[src/rtl/regfile_cmd_ctrl_pkg.sv]
// rtl/regfile_cmd_ctrl_pkg.sv - shared widths, opcodes and FSM encoding for the register file command front-end
package regfile_cmd_ctrl_pkg;

  localparam int DATA_WIDTH = 16;
  localparam int ADDR_WIDTH = 3;
  localparam int BYTE_WIDTH = 8;

  localparam logic [7:0] WR_OPCODE = 8'hAA;
  localparam logic [7:0] RD_OPCODE = 8'hBB;

  typedef enum logic [3:0] {
    S_IDLE     = 4'd0,
    S_GET_ADDR = 4'd1,
    S_GET_DLO  = 4'd2,
    S_GET_DHI  = 4'd3,
    S_WR_ISSUE = 4'd4,
    S_RD_ISSUE = 4'd5,
    S_RD_WAIT  = 4'd6,
    S_TX_LO    = 4'd7,
    S_TX_HI    = 4'd8
  } state_t;

  // States in which a command byte may be consumed from the receive side.
  function automatic logic rx_state(input state_t s);
    return (s == S_IDLE) || (s == S_GET_ADDR) || (s == S_GET_DLO) || (s == S_GET_DHI);
  endfunction

  function automatic logic tx_state(input state_t s);
    return (s == S_TX_LO) || (s == S_TX_HI);
  endfunction

endpackage

[src/rtl/regfile_cmd_ctrl.sv]
// rtl/regfile_cmd_ctrl.sv - parses write/read byte frames, strobes the register file, returns read data as two bytes
module regfile_cmd_ctrl
  import regfile_cmd_ctrl_pkg::*;
#(
  parameter int              DATA_WIDTH = regfile_cmd_ctrl_pkg::DATA_WIDTH,
  parameter int              ADDR_WIDTH = regfile_cmd_ctrl_pkg::ADDR_WIDTH,
  parameter int              BYTE_WIDTH = regfile_cmd_ctrl_pkg::BYTE_WIDTH,
  parameter logic [BYTE_WIDTH-1:0] WR_OPCODE = regfile_cmd_ctrl_pkg::WR_OPCODE,
  parameter logic [BYTE_WIDTH-1:0] RD_OPCODE = regfile_cmd_ctrl_pkg::RD_OPCODE
) (
  input  logic                  CLK,
  input  logic                  RST,
  input  logic [BYTE_WIDTH-1:0] RX_Data,
  input  logic                  RX_Valid,
  output logic                  RX_Ready,
  output logic [BYTE_WIDTH-1:0] TX_Data,
  output logic                  TX_Valid,
  input  logic                  TX_Ready,
  output logic                  WrEn,
  output logic                  RdEn,
  output logic [ADDR_WIDTH-1:0] Address,
  output logic [DATA_WIDTH-1:0] WrData,
  input  logic [DATA_WIDTH-1:0] RdData,
  output logic                  Busy
);

  state_t state, state_next;
  logic   is_read;
  logic   rx_fire, tx_fire;
  logic [BYTE_WIDTH-1:0] hold_hi;

  assign rx_fire = RX_Valid & RX_Ready;
  assign tx_fire = TX_Valid & TX_Ready;

  always_ff @(posedge CLK or negedge RST) begin
    if (!RST) state <= S_IDLE;
    else      state <= state_next;
  end

  always_comb begin
    state_next = state;
    case (state)
      S_IDLE:     if (rx_fire && (RX_Data == WR_OPCODE || RX_Data == RD_OPCODE))
                    state_next = S_GET_ADDR;
      S_GET_ADDR: if (rx_fire) state_next = is_read ? S_RD_ISSUE : S_GET_DLO;
      S_GET_DLO:  if (rx_fire) state_next = S_GET_DHI;
      S_GET_DHI:  if (rx_fire) state_next = S_WR_ISSUE;
      S_WR_ISSUE: state_next = S_IDLE;
      S_RD_ISSUE: state_next = S_RD_WAIT;
      S_RD_WAIT:  state_next = S_TX_LO;
      S_TX_LO:    if (tx_fire) state_next = S_TX_HI;
      S_TX_HI:    if (tx_fire) state_next = S_IDLE;
      default:    state_next = S_IDLE;
    endcase
  end

  // Status and strobes are registered from the next state so they line up with the state they describe.
  always_ff @(posedge CLK or negedge RST) begin
    if (!RST) begin
      RX_Ready <= 1'b0;
      TX_Valid <= 1'b0;
      WrEn     <= 1'b0;
      RdEn     <= 1'b0;
      Busy     <= 1'b0;
    end else begin
      RX_Ready <= rx_state(state_next);
      TX_Valid <= tx_state(state_next);
      WrEn     <= (state_next == S_WR_ISSUE);
      RdEn     <= (state_next == S_RD_ISSUE);
      Busy     <= (state_next != S_IDLE);
    end
  end

  always_ff @(posedge CLK or negedge RST) begin
    if (!RST) begin
      is_read <= 1'b0;
      Address <= '0;
      WrData  <= '0;
    end else if (rx_fire) begin
      case (state)
        S_IDLE:     is_read <= (RX_Data == RD_OPCODE);
        S_GET_ADDR: Address <= RX_Data[ADDR_WIDTH-1:0];
        S_GET_DLO:  WrData[BYTE_WIDTH-1:0] <= RX_Data;
        S_GET_DHI:  WrData[DATA_WIDTH-1:BYTE_WIDTH] <= RX_Data;
        default:    ;
      endcase
    end
  end

  // The low byte goes straight to TX_Data; only the high byte needs holding until its turn.
  always_ff @(posedge CLK or negedge RST) begin
    if (!RST) begin
      TX_Data <= '0;
      hold_hi <= '0;
    end else if (state == S_RD_WAIT) begin
      TX_Data <= RdData[BYTE_WIDTH-1:0];
      hold_hi <= RdData[DATA_WIDTH-1:BYTE_WIDTH];
    end else if (state == S_TX_LO && tx_fire) begin
      TX_Data <= hold_hi;
    end
  end

endmodule

[config.mk]
export PLATFORM = sky130hd
export DESIGN_NAME = regfile_cmd_ctrl
export DESIGN_NICKNAME = d
export VERILOG_FILES = /design/src/rtl/regfile_cmd_ctrl_pkg.sv /design/src/rtl/regfile_cmd_ctrl.sv
export SDC_FILE = /design/constraint.sdc
export NUM_CORES = 1
export LEC_CHECK = 0
export BUFFER_PORTS_ARGS = -buffer_cell sky130_fd_sc_hd__buf_2
export CAP_MARGIN = 40
export CORE_MARGIN = 4
export CORE_UTILIZATION = 25
export DETAILED_ROUTE_END_ITERATION = 6
export SLEW_MARGIN = 20
export SYNTH_ARGS = -nofsm -noshare
export SYNTH_HDL_FRONTEND = slang
export SYNTH_SLANG_ARGS = --single-unit
[constraint.sdc]
create_clock -name CLK -period 3.6 [get_ports CLK]
set_clock_uncertainty 0.15 [all_clocks]
set_input_delay 1.08 -clock CLK [delete_from_list [all_inputs] [get_ports CLK]]
set_output_delay 1.08 -clock CLK [all_outputs]
set_load 0.005 [all_outputs]
==> impl_metrics.tcl, run 1 <==
set metrics [dict create \
    yosys.area.top_type "dfrtp_1" \
    clock.fmax_mhz 439 \
    synth_top_area_share 0.588 \
    pwr-share-seq 0.438 \
    drive_gt1_frac 0.481 \
    grt_first_pass_wirelength_mm 7.08 \
    synthArstFlopShare 1.00 \
    ys_seq_area_frac 0.588 \
    power_switching_mw 0.598 \
    max-cap-violations 0 \
    h-tree-depth 2 \
    synth_fp_nets 170 \
    synth_edf_count 0 \
    combPwrFrac 0.331 \
    synthesis.yosys.warnings 0 \
    switching_share 0.300 \
    avgRoutedWirePerCell_um 13.5 \
    fin_tns_setup_ns 0 \
    p_per_area_nw_per_um2 810 \
    setup_slack_ns 1.32 \
    hpwl_mm 3.08 \
    synth.distinct_cells 36 \
    synthCells 142 \
    clk_latency_ns 0.30 \
    start_util 0.261 \
    grt_usage 0.0998 \
    clock_path_buffers 2 \
    finalHoldViolCount 0 \
    p_leak_nw 1.16 \
    numCtsBuffers 5 \
    cp-start-kind "input port" \
    place_congestion 0.814 \
    ys.flop_type "dfrtp_1" \
    rsz0062_at_grt "no" \
    clock_power_share 0.231 \
    cts_hold_buffers 0 \
    cp.arrival_ns 2.31 \
    synth_area_leaders "dfrtp_1 59%, mux2_2 11%, mux2_4 6.3%" \
    drt-total-wl_mm 4.12 \
    netlist_area_um2 1910 \
    finalSetupViolCount 0 \
    io_pins 60 \
    synth_area_per_cell_um2 13.5 \
    detail-route-antenna-nets 0 \
    relSlewSlack 0.595 \
    outcome "finished, final reports clean" \
    synth_seq_cells 45 \
    syn_to_final_growth_pct 28.8 \
    grt_pass1_vias 1413 \
    die_y_um 95.5 \
    worst_slew_pin_slew_ns 0.606 \
    drt-initial-drc-count 42 \
    numClockSinks 45 \
    pre_cts_ws_ns 1.03 \
    core_um2 7330 \
    clk_pin_slew_ns 0.09 \
    end_kind "register" \
    slew_violations 0 \
    num_vias 1318 \
    rows 31 \
    intPower_mw 1.40 \
    cp_max_fo 9 \
    nNetsFinal 233 \
    first_pass_iters 4 \
    io_buffers 59 \
    hp-class "reg -> reg" \
    via_per_inst 4.32 \
    post_cts_buffers 0 \
    diodes 0 \
    overflow 0 \
    die_w_um 95.5 \
    max-vdd-ir-drop_v 0.000244 \
    cts_root_buf "clkbuf_8" \
    grt_antenna_before_repair 0 \
    finalPower_mw 2.00 \
    post-route-drc-count 0 \
    period_share 0.632 \
    cts_tree "built" \
    cts_resized 0 \
    grt_max_degree 29 \
    crit_type "in -> reg" \
    dieArea_um2 9120 \
    post-route-min-period_ns 2.28 \
    critPathRequiredTime_ns 3.63 \
]
[metrics by stage]
step                       util  area (um^2)  std cells  hold WS [ns]
after floorplan               -         1910        142         0.330
after global placement    0.315         2310        296         0.337
after detailed placement  0.318         2330        297         0.336
after CTS                 0.336         2470        305         0.362
after global routing      0.336         2470        305         0.370
final                     0.336         2470        305         0.357
[registers in the layout (all words and copies together), names as in the netlist]
register / flops
Address: 3
Busy: 1
RX_Ready: 1
RdEn: 1
TX_Data: 8
TX_Valid: 1
WrData: 16
WrEn: 1
hold_hi: 8
is_read: 1
state: 4
[path summary, 6_finish.rpt]
path	start	end	slack [ns]	cells past startpoint
max	RX_Valid	WrData[5]	1.32	4
min	Address[2]	Address[2]	0.36	1
max reg2reg	state[0]	WrData[13]	1.42	3
min reg2reg	Address[2]	Address[2]	0.36	1
max in group asynchronous	RST	TX_Data[3]	2.25	2
min in group asynchronous	RST	WrData[14]	0.55	1
[cell usage after synthesis (2+ instances only)]
master / n
nand3_1: 3
mux2_2: 19
nand3b_1: 2
o21ai_0: 9
nand2_1: 11
nor2_1: 4
or3_1: 2
buf_2: 2
inv_1: 3
nor4bb_1: 2
dfrtp_1: 45
mux2_4: 8
mux2i_1: 8
nand2b_1: 2
[kinds of logic (layout without fill, tap and decap cells)]
family / after synthesis / after routing / synth area share
flops: 45 / 45 / 0.588
mux: 35 / 35 / 0.216
simple gates: 35 / 35 / 0.107
compound gates: 18 / 18 / 0.0614
buf+inv: 8 / 72 / 0.0229
xor+xnor: 1 / 1 / 0.00458
[routing by layer]
layer / wire (um) / global-route usage / part of all wire
met5: 0 / 0 / 0
met4: 57 / 0.0320 / 0.014
met3: 260 / 0.0363 / 0.063
met2: 2010 / 0.161 / 0.49
met1: 1790 / 0.124 / 0.43
[cells in the final DEF (no fill, tap or decap)]
master     count
buf_2         59
dfrtp_1       45
mux2_2        19
nand2_1       11
o21ai_0        9
mux2_4         8
mux2i_1        8
clkbuf_8       5
nor2_1         4
nand3_1        3
inv_1          3
nand3b_1       2
nand2b_1       2
nor4bb_1       2
or3_1          2
bufinv_16      2
nor4b_1        1
nor2_2         1
a21o_1         1
and4_1         1
o211ai_1       1
or3b_4         1
o32ai_1        1
a21oi_1        1
o21a_1         1
xor2_1         1
and3b_1        1
nor2b_1        1
a22oi_1        1
a311o_1        1
o2bb2ai_1      1
nand4_1        1
nor3_2         1
and2_1         1
a32o_1         1
inv_6          1
buf_12         1
buf_4          1
[final cells by class]
type                    count  area (um^2)
clock inverters             3         68.8
flip-flops and latches     45         1130
clock buffers               5         68.8
multi-input cells          89          744
well taps                  99          124
inverters                   3         11.3
repair buffers             61          323
fillers                   721         4860
[critical path, cell delays in order]
cell	delay [ns]
buf_2	0.11
nor4bb_1	0.31
nand3b_1	0.40
mux2_2	0.40
[power groups by stage]
stage / combinational, mW / sequential, mW / clock (mW)
floorplan: 0.422 / 0.860 / 0
global placement: 0.654 / 0.885 / 0
detailed placement: 0.676 / 0.882 / 0
CTS: 0.676 / 0.876 / 0.478
global route: 0.740 / 0.908 / 0.501
finish: 0.660 / 0.875 / 0.462
Power figures use the tool's default switching activity.
==> inputs of run 2 (changes only) <==
- clock period: 3.6 -> 2.1 ns (I/O delays scaled with it)
==> run 2 against run 1 <==
Against the previous run: routed wire length increased by 1.8%; cell count is 2.6% higher; sequential power increased by 69%; global-route usage shrank 0.16 points; design area rose by 2.1%; total power is 69% higher; critical path depth did not move; non-clock buffer count grew 8; die area unchanged; via count rose by 0.30%; largest cell class unchanged.
==> impl_metrics.tcl, run 2 (same netlist as run 1, synthesis figures left out) <==
set metrics [dict create \
    outcome "finished, final reports clean" \
    cts_tree "built" \
    post-route-min-period_ns 1.92 \
    grt_util_met2 0.161 \
    grt_antenna_before_repair 0 \
    period_share 0.913 \
    setup_slack_ns 0.183 \
    grt_first_pass_wirelength_mm 7.01 \
    top_register "WrData" \
    cp.arrival_ns 1.96 \
    crit_type "reg -> reg" \
    numClockSinks 45 \
    finalSetupViolCount 0 \
    post-route-drc-count 0 \
    die_w_um 95.5 \
    end_kind "register" \
    reg_top3 "WrData: 16 flops, TX_Data: 8 flops, hold_hi: 8 flops" \
    io_buffers 59 \
    slew_violations 0 \
    cts_resized 0 \
    cts_hold_buffers 0 \
    drt-total-wl_mm 4.20 \
    die_y_um 95.5 \
    mostFrequentLayoutCells "59 x buf_2, 45 x dfrtp_1, 19 x mux2_2" \
    rows 31 \
    cts_root_buf "clkbuf_8" \
    detail-route-antenna-nets 0 \
    post_dp_cell_area_um2 2400 \
    drt-initial-drc-count 52 \
    first_pass_iters 6 \
    finalPower_mw 3.37 \
    hpwl_mm 3.26 \
    largest_reg_flops 16 \
    place_congestion 0.758 \
    relSlewSlack 0.686 \
    clock.fmax_mhz 522 \
    p_per_area_nw_per_um2 1340 \
    post_cts_buffers 0 \
    dp.cells 305 \
    final_cells 313 \
    rsz0062_at_grt "no" \
    mostFrequentLayoutCell "buf_2" \
    grt_usage 0.0982 \
    use_met3 0.0260 \
    fin_tns_setup_ns 0 \
    grt_use_met1 0.126 \
    via_per_inst 4.22 \
    core_um2 7330 \
    dieArea_um2 9120 \
    pre_cts_ws_ns 0.0999 \
    grt_max_degree 27 \
    diodes 0 \
    cp_max_fo 9 \
    avgRoutedWirePerCell_um 13.4 \
    max-vdd-ir-drop_v 0.000533 \
    drive_gt1_frac 0.500 \
    syn_to_final_growth_pct 31.6 \
    numCtsBuffers 5 \
    worst_slew_pin_slew_ns 0.471 \
    finalHoldViolCount 0 \
    overflow 0 \
    top_usage_layer "met2" \
    p_leak_nw 1.19 \
    grt_pass1_vias 1420 \
    cp-start-kind "register" \
    stdcell_area_um2 2520 \
    hp-class "in -> async" \
    clk_pin_slew_ns 0.10 \
    h-tree-depth 2 \
    clk_latency_ns 0.30 \
    clock_path_buffers 2 \
    start_util 0.261 \
    critPathRequiredTime_ns 2.14 \
    max-cap-violations 0 \
    io_pins 60 \
    nNetsFinal 241 \
    num_vias 1322 \
]
## run 2: cell types whose count changed in the layout (fill, tap and decap cells not counted), sizes merged
cell and change:
bufinv -1, buf +8, clkinvlp +1
## run 2: stage by stage
step,utilization,hold slack (ns)
floorplan,-,0.184
global placement,0.328,0.343
detailed placement,0.328,0.338
CTS,0.344,0.125
global route,0.344,0.150
finish,0.344,0.124
## run 2: final cells by class
| class | count | area [um^2] |
|---|---|---|
| timing repair buffer | 69 | 395 |
| inverter | 3 | 11.3 |
| fill | 747 | 4810 |
| clock inverter | 3 | 48.8 |
| multi-input combinational | 89 | 744 |
| clock buffer | 5 | 68.8 |
| sequential | 45 | 1130 |
| tap | 99 | 124 |
## run 2: worst paths after layout
kind / slack (ns) / start / depth (start not counted) / to
min in group CLK: 0.36 / WrData[15] / 1 / WrData[15]
worst min register to register: 0.36 / WrData[15] / 1 / WrData[15]
max in group asynchronous: 1.17 / RST / 2 / hold_hi[1]
worst max register to register: 0.18 / state[3] / 4 / WrData[15]
worst min-delay path: 0.12 / RST / 1 / WrData[14]
worst max-delay path: 0.18 / state[3] / 4 / WrData[15]
## run 2: metal layers
| metal | wire, um | vias to the layer above |
|---|---|---|
| met2 | 2090 | 29 |
| met3 | 178 | 4 |
| met1 | 1890 | 646 |
| li1 | - | 643 |
| met5 | 0 | - |
| met4 | 35 | 0 |
## run 2: power by group
group | total [mW] | internal [mW] | switching (mW) | leakage [nW]
registers | 1.48 | 1.26 | 0.225 | 0.549
clock network | 0.671 | 0.362 | 0.308 | 0.0563
logic | 1.22 | 0.715 | 0.509 | 0.586
total | 3.37 | 2.33 | 1.04 | 1.19
## run 2: worst max-delay path, cell delays in order, from the launching register on
cell and delay [ns]:
dfrtp_1 0.39, or3b_4 0.42, or3_1 0.35, buf_4 0.20
mux2_4 0.30
==> inputs of run 3 (changes only) <==
- ABC_AREA: default -> 1
==> run 3 against run 2 <==
Against the previous run: non-clock buffer count decreased by 7; sequential share of layout area up 2.3 points; die area down 1.4%; first-iteration DRC count up 9.6%; flip-flop and latch count unchanged; synthesized area shrank 1.5%; critical path type unchanged; largest cell class unchanged; largest power group unchanged; highest routed layer unchanged.
==> impl_metrics.tcl, run 3 <==
set metrics [dict create \
    outcome "finished, final reports clean" \
    cp_slowest_cell "dfrtp_1" \
    seqCellArea_um2 1130 \
    cp-start-kind "register" \
    grt_max_degree 46 \
    synth.most_common_cell "nand2_1" \
    netlist_area_um2 1890 \
    cts_tree "built" \
    mostFrequentLayoutCell "nand2_1" \
    relSlewSlack 0.748 \
    die_y_um 94.8 \
    synth_fp_nets 238 \
    via_per_inst 4.09 \
    post_dp_cell_area_um2 2310 \
    numCtsBuffers 5 \
    largest_reg_flops 16 \
    grt_pass1_vias 1535 \
    synth_seq_cells 45 \
    hp-class "in -> async" \
    synthArstFlopShare 1.00 \
    ys.flop_type "dfrtp_1" \
    overflow 0 \
    clock.fmax_mhz 605 \
    slew_violations 0 \
    max_stage_delay_ns 0.45 \
    hpwl_mm 3.21 \
    drt-initial-drc-count 57 \
    synth_area_leaders "dfrtp_1 60%, nand2_1 15%, o21ai_1 4.8%" \
    synthTopCellsByCount "74 x nand2_1, 45 x dfrtp_1, 20 x inv_1" \
    post-route-min-period_ns 1.65 \
    drt-total-wl_mm 4.30 \
    core_um2 7290 \
    io_buffers 59 \
    synth_edf_count 0 \
    cp.arrival_ns 1.67 \
    ys_seq_area_frac 0.597 \
    fin_util 0.328 \
    finalPower_mw 2.87 \
    mostFrequentLayoutCells "74 x nand2_1, 59 x buf_2, 45 x dfrtp_1" \
    yosys.area.top_type "dfrtp_1" \
    clk_latency_ns 0.29 \
    synthCells 210 \
    post_cts_buffers 0 \
    avgRoutedWirePerCell_um 11.5 \
    io_pins 60 \
    clk_pin_slew_ns 0.08 \
    finalHoldViolCount 0 \
    worst_slew_pin_slew_ns 0.377 \
    rsz0062_at_grt "no" \
    clock_path_buffers 2 \
    stdcell_area_um2 2390 \
    detail-route-antenna-nets 0 \
    final_cells 375 \
    num_vias 1533 \
    nNetsFinal 303 \
    synth_top_area_share 0.597 \
    finalSetupViolCount 0 \
    diodes 0 \
    drive_gt1_frac 0.308 \
    place_congestion 0.858 \
    post-route-drc-count 0 \
    critPathTopFamily "simple AND/OR/NAND/NOR gates" \
    die_w_um 94.8 \
    fillerInstances 806 \
    dp.cells 367 \
    multi_input_area_um2 648 \
    dieArea_um2 9000 \
    rows 31 \
    max-vdd-ir-drop_v 0.000451 \
    grt_usage 0.100 \
    cts_resized 0 \
    synth_area_per_cell_um2 8.98 \
    grt_antenna_before_repair 0 \
    cts_hold_buffers 0 \
    cp_max_fo 13 \
    period_share 0.787 \
    crit_chain "nor2_2 > nand2_4 > nand2_2 > inv_1 > nand2_1 > o211ai_1" \
    syn_to_final_growth_pct 26.9 \
    p_per_area_nw_per_um2 1200 \
    h-tree-depth 2 \
    synth.distinct_cells 23 \
    p_leak_nw 1.27 \
    fin_tns_setup_ns 0 \
    max-cap-violations 0 \
    crit_buf_inv 1 \
    top_register "WrData" \
    reg_top3 "WrData: 16 flops, TX_Data: 8 flops, hold_hi: 8 flops" \
    synthesis.yosys.warnings 0 \
    start_util 0.259 \
    numClockSinks 45 \
    first_pass_iters 4 \
    crit_type "reg -> reg" \
    grt_first_pass_wirelength_mm 7.05 \
    cts_root_buf "clkbuf_8" \
    end_kind "register" \
    critPathRequiredTime_ns 2.12 \
]
[run 3: cell types whose count changed after synthesis, sizes merged, moves of 6 or more]
cell | previous run | this run
mux2i | 8 | 0
nor2 | 5 | 20
nand2 | 11 | 77
a31oi | 0 | 6
inv | 3 | 22
o21ai | 9 | 21
mux2 | 27 | 0
[run 3: worst paths after layout]
| check | from | end | slack (ns) | cells past startpoint |
|---|---|---|---|---|
| max | state[0] | TX_Data[3] | 0.45 | 6 |
| min reg2reg | hold_hi[0] | hold_hi[0] | 0.33 | 2 |
| max reg2reg | state[0] | TX_Data[3] | 0.45 | 6 |
| min in group CLK | hold_hi[0] | hold_hi[0] | 0.33 | 2 |
| max in group asynchronous | RST | Address[2] | 1.42 | 2 |
| min | RST | hold_hi[4] | 0.17 | 2 |
[run 3: routing by layer]
| layer | vias to the layer above | part of all wire | GRT usage |
|---|---|---|---|
| met4 | 0 | 0.0063 | 0.0288 |
| li1 | 791 | - | - |
| met5 | - | 0 | 0 |
| met1 | 683 | 0.47 | 0.134 |
| met3 | 4 | 0.081 | 0.0351 |
| met2 | 55 | 0.44 | 0.153 |
[run 3: through the flow]
| step | hold slack (ns) | worst slack [ns] |
|---|---|---|
| 2_1_floorplan | 0.184 | 0.547 |
| 3_3_place_gp | 0.309 | 0.353 |
| 3_5_place_dp | 0.313 | 0.296 |
| 4_1_cts | 0.169 | 0.448 |
| 5_1_grt | 0.176 | 0.344 |
| 6_report | 0.166 | 0.448 |
[run 3: cell families (layout without fill, tap and decap cells)]
family	after synthesis	count (layout)	synth area share
AO/OA/AOI/OAI	31	31	0.103
AND/OR/NAND/NOR	107	107	0.236
buffers and inverters	26	92	0.0591
XOR/XNOR	1	1	0.00465
flip-flops	45	45	0.597
[run 3: cell type report]
cell class | instances | area share
Tap cell | 99 | 0.0518
Clock inverter | 2 | 0.00418
Sequential cell | 45 | 0.470
Multi-Input combinational cell | 139 | 0.271
Timing Repair Buffer | 62 | 0.138
Inverter | 22 | 0.0345
Clock buffer | 6 | 0.0303
[run 3: where the power goes]
part           total (mW)  switching, mW  internal (mW)
Sequential           1.38          0.173           1.20
Combinational       0.978          0.548          0.430
Clock               0.515          0.284          0.231
Total                2.87           1.01           1.87
